## src/rtl/counter_ctrl.sv

```systemverilog
// Command-driven sequencer for an up/down counter: START/STOP/LOAD/CLEAR over valid/ready.
// Optional checker compiled in with `define COUNTER_CTRL_SVA_EN.
module counter_ctrl #(
  parameter int               WIDTH   = 8,
  parameter logic [WIDTH-1:0] DEF_TOP = 8'hFF
) (
  input  logic             clk_i,
  input  logic             rst_i,
  input  logic             cmd_valid_i,
  output logic             cmd_ready_o,
  input  logic [1:0]       cmd_op_i,
  input  logic [WIDTH-1:0] cmd_data_i,
  input  logic             mode_i,
  input  logic             dir_i,
  output logic [WIDTH-1:0] cnt_o,
  output logic             busy_o,
  output logic             tick_o,
  output logic             done_o,
  output logic             err_o
);

  localparam logic [2:0] ST_IDLE  = 3'd0;
  localparam logic [2:0] ST_LOAD  = 3'd1;
  localparam logic [2:0] ST_RUN   = 3'd2;
  localparam logic [2:0] ST_PAUSE = 3'd3;
  localparam logic [2:0] ST_DONE  = 3'd4;

  // Accepted command tagged with a valid bit so "no command" is its own case.
  localparam logic [2:0] C_NONE  = 3'b000;
  localparam logic [2:0] C_START = 3'b100;
  localparam logic [2:0] C_STOP  = 3'b101;
  localparam logic [2:0] C_LOAD  = 3'b110;
  localparam logic [2:0] C_CLEAR = 3'b111;

  localparam logic [WIDTH-1:0] CNT_ZERO = {WIDTH{1'b0}};
  localparam logic [WIDTH-1:0] CNT_ONE  = {{(WIDTH-1){1'b0}}, 1'b1};

  logic [2:0]       state_q, state_d;
  logic [WIDTH-1:0] cnt_q, cnt_d;
  logic [WIDTH-1:0] top_q, top_d;
  logic             mode_q, mode_d;
  logic             dir_q, dir_d;
  logic             tick_q, tick_d;
  logic             err_q, err_d;

  logic             accept_s;
  logic             terminal_s;
  logic [2:0]       cmd_s;

  assign accept_s   = cmd_valid_i && (state_q != ST_LOAD);
  assign terminal_s = dir_q ? (cnt_q == top_q) : (cnt_q == CNT_ZERO);
  assign cmd_s      = accept_s ? {1'b1, cmd_op_i} : C_NONE;

  // Next-state, counter and pulse logic.
  always_comb begin
    state_d = state_q;
    cnt_d   = cnt_q;
    top_d   = top_q;
    mode_d  = mode_q;
    dir_d   = dir_q;
    tick_d  = 1'b0;
    err_d   = 1'b0;
    case (state_q)
      ST_IDLE, ST_DONE: begin
        case (cmd_s)
          C_START: begin
            cnt_d   = dir_i ? CNT_ZERO : top_q;
            mode_d  = mode_i;
            dir_d   = dir_i;
            state_d = ST_RUN;
          end
          C_STOP:  err_d = 1'b1;
          C_LOAD: begin
            top_d   = cmd_data_i;
            state_d = ST_LOAD;
          end
          C_CLEAR: begin
            cnt_d   = CNT_ZERO;
            state_d = ST_IDLE;
          end
          default: state_d = state_q;
        endcase
      end
      ST_PAUSE: begin
        case (cmd_s)
          C_START: state_d = ST_RUN;
          C_STOP:  err_d = 1'b1;
          C_LOAD: begin
            top_d   = cmd_data_i;
            state_d = ST_LOAD;
          end
          C_CLEAR: begin
            cnt_d   = CNT_ZERO;
            state_d = ST_IDLE;
          end
          default: state_d = state_q;
        endcase
      end
      ST_RUN: begin
        case (cmd_s)
          C_CLEAR: begin
            cnt_d   = CNT_ZERO;
            state_d = ST_IDLE;
          end
          default: begin
            // Illegal commands are flagged but counting carries on untouched.
            err_d = (cmd_s == C_START) || (cmd_s == C_LOAD);
            if (terminal_s) begin
              tick_d = 1'b1;
              if (mode_q) begin
                cnt_d   = dir_q ? CNT_ZERO : top_q;
                state_d = (cmd_s == C_STOP) ? ST_PAUSE : ST_RUN;
              end else begin
                state_d = ST_DONE;
              end
            end else if (cmd_s == C_STOP) begin
              state_d = ST_PAUSE;
            end else begin
              cnt_d = dir_q ? (cnt_q + CNT_ONE) : (cnt_q - CNT_ONE);
            end
          end
        endcase
      end
      ST_LOAD: state_d = ST_IDLE;
      default: state_d = ST_IDLE;
    endcase
  end

  // State and datapath registers.
  always_ff @(posedge clk_i or posedge rst_i) begin
    if (rst_i) begin
      state_q <= ST_IDLE;
      cnt_q   <= CNT_ZERO;
      top_q   <= DEF_TOP;
      mode_q  <= 1'b0;
      dir_q   <= 1'b1;
      tick_q  <= 1'b0;
      err_q   <= 1'b0;
    end else begin
      state_q <= state_d;
      cnt_q   <= cnt_d;
      top_q   <= top_d;
      mode_q  <= mode_d;
      dir_q   <= dir_d;
      tick_q  <= tick_d;
      err_q   <= err_d;
    end
  end

  assign cnt_o       = cnt_q;
  assign tick_o      = tick_q;
  assign err_o       = err_q;
  assign busy_o      = (state_q == ST_RUN) || (state_q == ST_PAUSE);
  assign done_o      = (state_q == ST_DONE);
  assign cmd_ready_o = (state_q != ST_LOAD);

`ifdef COUNTER_CTRL_SVA_EN
  counter_ctrl_sva #(.WIDTH(WIDTH)) u_sva (
    .clk_i       (clk_i),
    .rst_i       (rst_i),
    .cnt_i       (cnt_q),
    .busy_i      (busy_o),
    .done_i      (done_o),
    .tick_i      (tick_q),
    .err_i       (err_q),
    .cmd_ready_i (cmd_ready_o),
    .run_i       (state_q == ST_RUN),
    .load_i      (state_q == ST_LOAD),
    .terminal_i  (terminal_s),
    .accept_i    (accept_s),
    .dir_i       (dir_q)
  );
`endif

endmodule

`ifdef COUNTER_CTRL_SVA_EN
module counter_ctrl_sva #(
  parameter int WIDTH = 8
) (
  input logic             clk_i,
  input logic             rst_i,
  input logic [WIDTH-1:0] cnt_i,
  input logic             busy_i,
  input logic             done_i,
  input logic             tick_i,
  input logic             err_i,
  input logic             cmd_ready_i,
  input logic             run_i,
  input logic             load_i,
  input logic             terminal_i,
  input logic             accept_i,
  input logic             dir_i
);

  a_known: assert property (@(posedge clk_i) disable iff (rst_i)
    !$isunknown({cnt_i, busy_i, done_i, tick_i, err_i, cmd_ready_i}))
    else $display("%0t counter_ctrl: unknown output", $time);

  a_tick_pulse: assert property (@(posedge clk_i) disable iff (rst_i)
    tick_i |=> !tick_i || $past(run_i))
    else $display("%0t counter_ctrl: tick not a single pulse", $time);

  a_step: assert property (@(posedge clk_i) disable iff (rst_i)
    (run_i && !terminal_i && !accept_i) |=>
      ($past(dir_i) ? (cnt_i == $past(cnt_i) + 1'b1) : (cnt_i == $past(cnt_i) - 1'b1)))
    else $display("%0t counter_ctrl: cnt did not step by one", $time);

  a_ready: assert property (@(posedge clk_i) disable iff (rst_i)
    !cmd_ready_i == load_i)
    else $display("%0t counter_ctrl: cmd_ready low outside LOAD", $time);

  a_done_idle: assert property (@(posedge clk_i) disable iff (rst_i)
    done_i |-> !busy_i)
    else $display("%0t counter_ctrl: done with busy", $time);

  c_tick: cover property (@(posedge clk_i) disable iff (rst_i) tick_i);
  c_err:  cover property (@(posedge clk_i) disable iff (rst_i) err_i);
  c_done: cover property (@(posedge clk_i) disable iff (rst_i) done_i);

endmodule
`endif
```

## config.mk

```make
export PLATFORM = sky130hd
export DESIGN_NAME = counter_ctrl
export DESIGN_NICKNAME = d
export VERILOG_FILES = /design/src/rtl/counter_ctrl.sv
export SDC_FILE = /design/constraint.sdc
export NUM_CORES = 1
export LEC_CHECK = 0
export BUFFER_PORTS_ARGS = -buffer_cell sky130_fd_sc_hd__buf_2
export CORE_UTILIZATION = 45
export CTS_BUF_LIST = sky130_fd_sc_hd__clkbuf_8
export DETAILED_ROUTE_END_ITERATION = 8
export PLACE_DENSITY = 0.69
export SETUP_SLACK_MARGIN = 0.15
export SYNTH_ARGS = -nofsm -noshare
export SYNTH_HDL_FRONTEND = slang
export SYNTH_SLANG_ARGS = --single-unit
```

## constraint.sdc

```tcl
create_clock -name clk_i -period 2.5 [get_ports clk_i]
set_clock_uncertainty 0.05 [all_clocks]
set_input_delay 0.75 -clock clk_i [delete_from_list [all_inputs] [get_ports clk_i]]
set_output_delay 0.75 -clock clk_i [all_outputs]
set_load 0.02 [all_outputs]
```

==> results_dict.tcl, run 1 <==
set metrics [dict create \
    outcome "complete, no violations" \
    worstPathMaxFanout 7 \
    place_congestion 0.866 \
    viasPerCell 5.55 \
    yosys_warnings 0 \
    synth_top_area_cell "dfrtp_1" \
    die_h_um 61.7 \
    start_kind "flop" \
    placedCellCount 249 \
    crit_start "cnt_o[0]$_DFFE_PP0P_" \
    cts_max_path_buffers 2 \
    syn_to_final_growth_pct 37.0 \
    antenna_found_initial 0 \
    leakage_uw 0.00102 \
    clock.fmax_ghz 0.420 \
    min_period_ns 2.38 \
    grt_pass1_wl_um 6550 \
    r2r_start "cnt_o[0]$_DFFE_PP0P_" \
    diodes 0 \
    clk-insertion-delay-late_ns 0.27 \
    cts_root_buf "clkbuf_8" \
    hpwl_um 3080 \
    rsz0062_at_grt "yes" \
    clk_pin_slew_ns 0.08 \
    max_slew_margin_pct 56.0 \
    portBuffers 27 \
    final_cell_mix "buf_4 (28), buf_2 (27), dfrtp_1 (13)" \
    wl_per_cell_um 15.9 \
    slew_violations 0 \
    seq_area_frac_synth_pct 36.6 \
    finalNonFillerCells 265 \
    synth.distinct_cells 46 \
    synth_area_leaders "dfrtp_1 (22%), dfstp_2 (15%), mux2_2 (7.7%)" \
    syn_avg_cell_area_um2 9.95 \
    finalPower_uw 3040 \
    layout-drive-gt1-share_pct 51.1 \
    ys_ff_latch 23 \
    drt-initial-drc-count 78 \
    core_area_mm2 0.00336 \
    synth_nets 183 \
    synth_top_area_share_pct 21.9 \
    grt.overflow.total 0 \
    grt_use_met2_pct 38.7 \
    grt_util_met3_pct 6.30 \
    grt_usage_pct 24.5 \
    cts_tree "built" \
    grt_pass1_vias 1388 \
    io_pins 28 \
    final_common_cell "buf_4" \
    fin_crit_sh_pct 95.2 \
    synth_edf_count 0 \
    crit_type "flop to flop" \
    nets 242 \
    rows 21 \
    die_x_um 61.7 \
    cp.arrival_ns 2.48 \
    ys.flop_type "dfrtp_1" \
    ant_nets 0 \
    design_area_mm2 0.00219 \
    grt_max_degree 18 \
    dr.pass1.iters 5 \
    ir_drop_uv 688 \
    tightestPinTransition_ns 0.659 \
    worst_ep_required_time_ns 2.60 \
    syn_area_mm2 0.00160 \
    wirelength_um 4200 \
    hold_path_class "primary input to async pin" \
    vias 1471 \
    holdWs_ns 0.510 \
    p_per_area_mw_per_mm2 1380 \
    globalRoute.busiestLayer "met2" \
    numCtsBuffers 3 \
    drc 0 \
    rrSetupSlack_ns 0.12 \
    placed_area_mm2 0.00191 \
    layout_setup_ws_ns 0.121 \
    htreeDepth 1 \
    start_util_pct 47.6 \
    cts_sinks 23 \
    cap_violations 0 \
    async_reset_ff_share_pct 100 \
    worst_setup_path_end_kind "flop" \
    place_ws_ns -0.0473 \
    report.final.hold_viol_count 0 \
    met1_usage_pct 32.9 \
    hold_buffers 0 \
    dieArea_mm2 0.00380 \
    setup_viol 0 \
    syn_inst 161 \
]
==> flip-flops by register name (all words and copies together) (netlist names) <==
| signal | count |
|---|---|
| state_q | 3 |
| tick_o | 1 |
| dir_q | 1 |
| cnt_o | 8 |
| top_q | 8 |
| err_o | 1 |
| mode_q | 1 |
==> what timing repair did <==
| item | CTS | global route |
|---|---|---|
| pin swaps | 5 | 5 |
| resized for setup | 17 | 10 |
| cloned | 1 | 0 |
| setup endpoints to repair | 8 | 8 |
| setup buffers | 8 | 3 |
==> final cells by class <==
type,instances,area (um^2)
Fill cell,275,1170
Clock inverter,1,7.51
Inverter,10,40.0
Sequential cell,23,588
Clock buffer,3,41.3
Timing Repair Buffer,58,383
Tap cell,46,57.6
Multi-Input combinational cell,124,1080
==> where the power goes <==
part | internal (uW) | total (uW) | leakage, uW | switching [uW]
clock | 113 | 233 | 0.0000217 | 120
combinational | 1050 | 2010 | 0.000720 | 961
sequential | 581 | 800 | 0.000277 | 219
total | 1740 | 3040 | 0.00102 | 1300
==> cells by family (layout without fill, tap and decap cells) <==
family,Yosys count,after routing,synth area share (%)
AND/OR/NAND/NOR,50,50,16.6
AO/OA/AOI/OAI,37,37,16.1
flip-flops,23,23,36.6
multiplexers,18,18,14.3
buffers and inverters,14,72,3.83
XOR/XNOR,12,12,6.56
adder cells (fa/ha/maj),7,7,5.94
==> metal layers <==
layer	vias to the layer above	routed length, um
met1	710	1920
met3	11	213
met5	-	0
met4	0	79
met2	53	1990
li1	697	-
==> worst max-delay path, cell delays in order, from the launching register on <==
cell and delay [ns]:
dfrtp_2 0.48, buf_4 0.17, nor4_4 0.23, and3_4 0.24
a31oi_2 0.06, and3_4 0.18, or3_4 0.40, buf_8 0.15
mux2_4 0.29
==> stage by stage <==
step                TNS, ns  utilization (%)
finish                    0             65.3
global route              0             65.3
CTS                       0             62.9
detailed placement  -0.0473             56.9
global placement          0             56.9
floorplan                 0                -
==> path summary, 6_finish.rpt <==
kind | to | cells past startpoint
setup / recovery | cnt_o[6]$_DFFE_PP0P_ | 8
hold reg to reg | mode_q$_DFFE_PP0P_ | 1
max in group asynchronous | top_q[4]$_DFFE_PP1P_ | 3
setup reg to reg | cnt_o[6]$_DFFE_PP0P_ | 8
min in group clk_i | mode_q$_DFFE_PP0P_ | 1
hold / removal | mode_q$_DFFE_PP0P_ | 2
==> synth_stat cells, types with 4 or more instances <==
cell / n
dfrtp_1: 14
mux2_4: 7
nand3_1: 5
dfstp_2: 9
nand2b_1: 4
mux2_2: 11
inv_1: 9
nor3_1: 6
ha_1: 6
nor2_1: 10
o21ai_0: 8
nand2_1: 10
a21oi_1: 6
xor2_1: 9
No activity file was read; power rests on OpenSTA's default activity.
==> run 2: changes to the inputs <==
--- a/config.mk
+++ b/config.mk
@@ -9,7 +9,7 @@
 export CORE_UTILIZATION = 45
 export CTS_BUF_LIST = sky130_fd_sc_hd__clkbuf_8
 export DETAILED_ROUTE_END_ITERATION = 8
-export PLACE_DENSITY = 0.69
+export PLACE_DENSITY = 0.66
 export SETUP_SLACK_MARGIN = 0.15
 export SYNTH_ARGS = -nofsm -noshare
 export SYNTH_HDL_FRONTEND = slang
==> constraint.sdc (replaced) <==
create_clock -name clk_i -period 2.2 [get_ports clk_i]
set_clock_uncertainty 0.05 [all_clocks]
set_input_delay 0.66 -clock clk_i [delete_from_list [all_inputs] [get_ports clk_i]]
set_output_delay 0.66 -clock clk_i [all_outputs]
set_load 0.02 [all_outputs]
==> results_dict.tcl, run 2 (synthesis gave the netlist of run 1 again) <==
set metrics [dict create \
    grt_usage_pct 26.5 \
    outcome "finished with violations" \
    design_area_mm2 0.00238 \
    clk-insertion-delay-late_ns 0.27 \
    rows 21 \
    regArea_um2 592 \
    finalPower_uw 3720 \
    portBuffers 27 \
    clock.fmax_ghz 0.407 \
    layout-drive-gt1-share_pct 57.4 \
    nets 260 \
    viasPerCell 5.67 \
    die_x_um 61.7 \
    report.final.hold_viol_count 0 \
    cp.arrival_ns 2.57 \
    dieArea_mm2 0.00380 \
    worst_ep_required_time_ns 2.31 \
    slew_violations 0 \
    worst_setup_path_end_kind "flop" \
    diodes 0 \
    leakage_uw 0.00112 \
    crit_type "flop to flop" \
    drc 0 \
    hold_path_class "primary input to async pin" \
    syn_to_final_growth_pct 48.5 \
    clk_pin_slew_ns 0.08 \
    vias 1605 \
    cts_tree "built" \
    start_util_pct 47.6 \
    place_congestion 0.967 \
    cts_sinks 23 \
    cts_root_buf "clkbuf_8" \
    tightestPinTransition_ns 0.366 \
    grt_pass1_wl_um 7070 \
    antenna_found_initial 0 \
    cap_violations 0 \
    grt.overflow.total 0 \
    rsz0062_at_grt "yes" \
    violations "negative setup slack" \
    layout_setup_ws_ns -0.259 \
    numCtsBuffers 3 \
    fin_crit_sh_pct 112 \
    final_cell_mix "buf_4 (47), buf_2 (25), mux2_2 (11)" \
    nFillCells 276 \
    min_period_ns 2.46 \
    htreeDepth 1 \
    placed_area_mm2 0.00211 \
    core_area_mm2 0.00336 \
    max_slew_margin_pct 75.3 \
    ir_drop_uv 668 \
    hpwl_um 3440 \
    ant_nets 0 \
    worstPathMaxFanout 3 \
    io_pins 28 \
    p_per_area_mw_per_mm2 1560 \
    grt_max_degree 24 \
    setup_viol 8 \
    wirelength_um 4590 \
    die_h_um 61.7 \
    grt_pass1_vias 1503 \
    dr.pass1.iters 5 \
    drt-initial-drc-count 114 \
    cts_max_path_buffers 2 \
    final_common_cell "buf_4" \
    multiInputGateArea_mm2 0.00112 \
    start_kind "flop" \
    wl_per_cell_um 16.2 \
]
-- run 2: final timing paths --
check / slack, ns / startpoint / cells after the start / to
setup / recovery: -0.26 / dir_q$_DFFE_PP1P_ / 10 / cnt_o[6]$_DFFE_PP0P_
hold / removal: 0.36 / rst_i / 3 / mode_q$_DFFE_PP0P_
setup reg to reg: -0.26 / dir_q$_DFFE_PP1P_ / 10 / cnt_o[6]$_DFFE_PP0P_
hold reg to reg: 0.59 / top_q[7]$_DFFE_PP1P_ / 1 / top_q[7]$_DFFE_PP1P_
max in group asynchronous: 1.46 / rst_i / 3 / top_q[4]$_DFFE_PP1P_
min in group clk_i: 0.57 / cmd_data_i[0] / 2 / top_q[0]$_DFFE_PP1P_
-- run 2: final cells by class --
type,count,share of cell area [%]
multi-input combinational,124,47.1
sequential,23,24.9
timing repair buffer,76,22.0
tap,46,2.42
clock buffer,3,1.74
inverter,10,1.68
clock inverter,1,0.158
-- run 2: what timing repair did --
action                                  4_1_cts  5_1_grt
gates resized for setup                      14       15
gates cloned                                  0        0
pin swaps                                     2       12
buffers inserted                              6        5
endpoints found under the setup margin       11       11
hold buffers                                  0        0
-- run 2: metal layers --
layer / GRT usage [%] / vias to the layer above / wire (um)
met5: 0 / - / 0
met4: 11.4 / 0 / 75
met3: 3.15 / 7 / 284
met2: 41.9 / 65 / 2240
met1: 36.4 / 792 / 1990
li1: - / 741 / -
-- run 2: metrics by stage --
step | setup TNS (ns) | instances | setup slack [ns] | utilization, % | hold WS [ns]
after floorplan | 0 | 161 | 0.00563 | - | 0.476
after CTS | -0.677 | 278 | -0.223 | 67.4 | 0.370
after global routing | -1.82 | 283 | -0.321 | 70.7 | 0.387
after detailed placement | -0.900 | 268 | -0.387 | 62.6 | 0.551
final | -1.18 | 283 | -0.259 | 70.7 | 0.355
after global placement | -0.516 | 268 | -0.328 | 62.6 | 0.528
-- run 2: critical path, stage by stage (launching register included) --
cell      delay (ns)
dfstp_2         0.58
buf_4           0.12
buf_6           0.10
buf_4           0.10
fa_2            0.20
nand2b_4        0.13
a21oi_2         0.07
o21a_1          0.19
or3_1           0.30
a32o_1          0.23
mux2_4          0.26
-- run 2: power breakdown --
part,leakage [uW],switching [uW],internal (uW)
logic,0.000820,1220,1370
clock network,0.0000269,140,125
registers,0.000273,199,662
total,0.00112,1560,2160
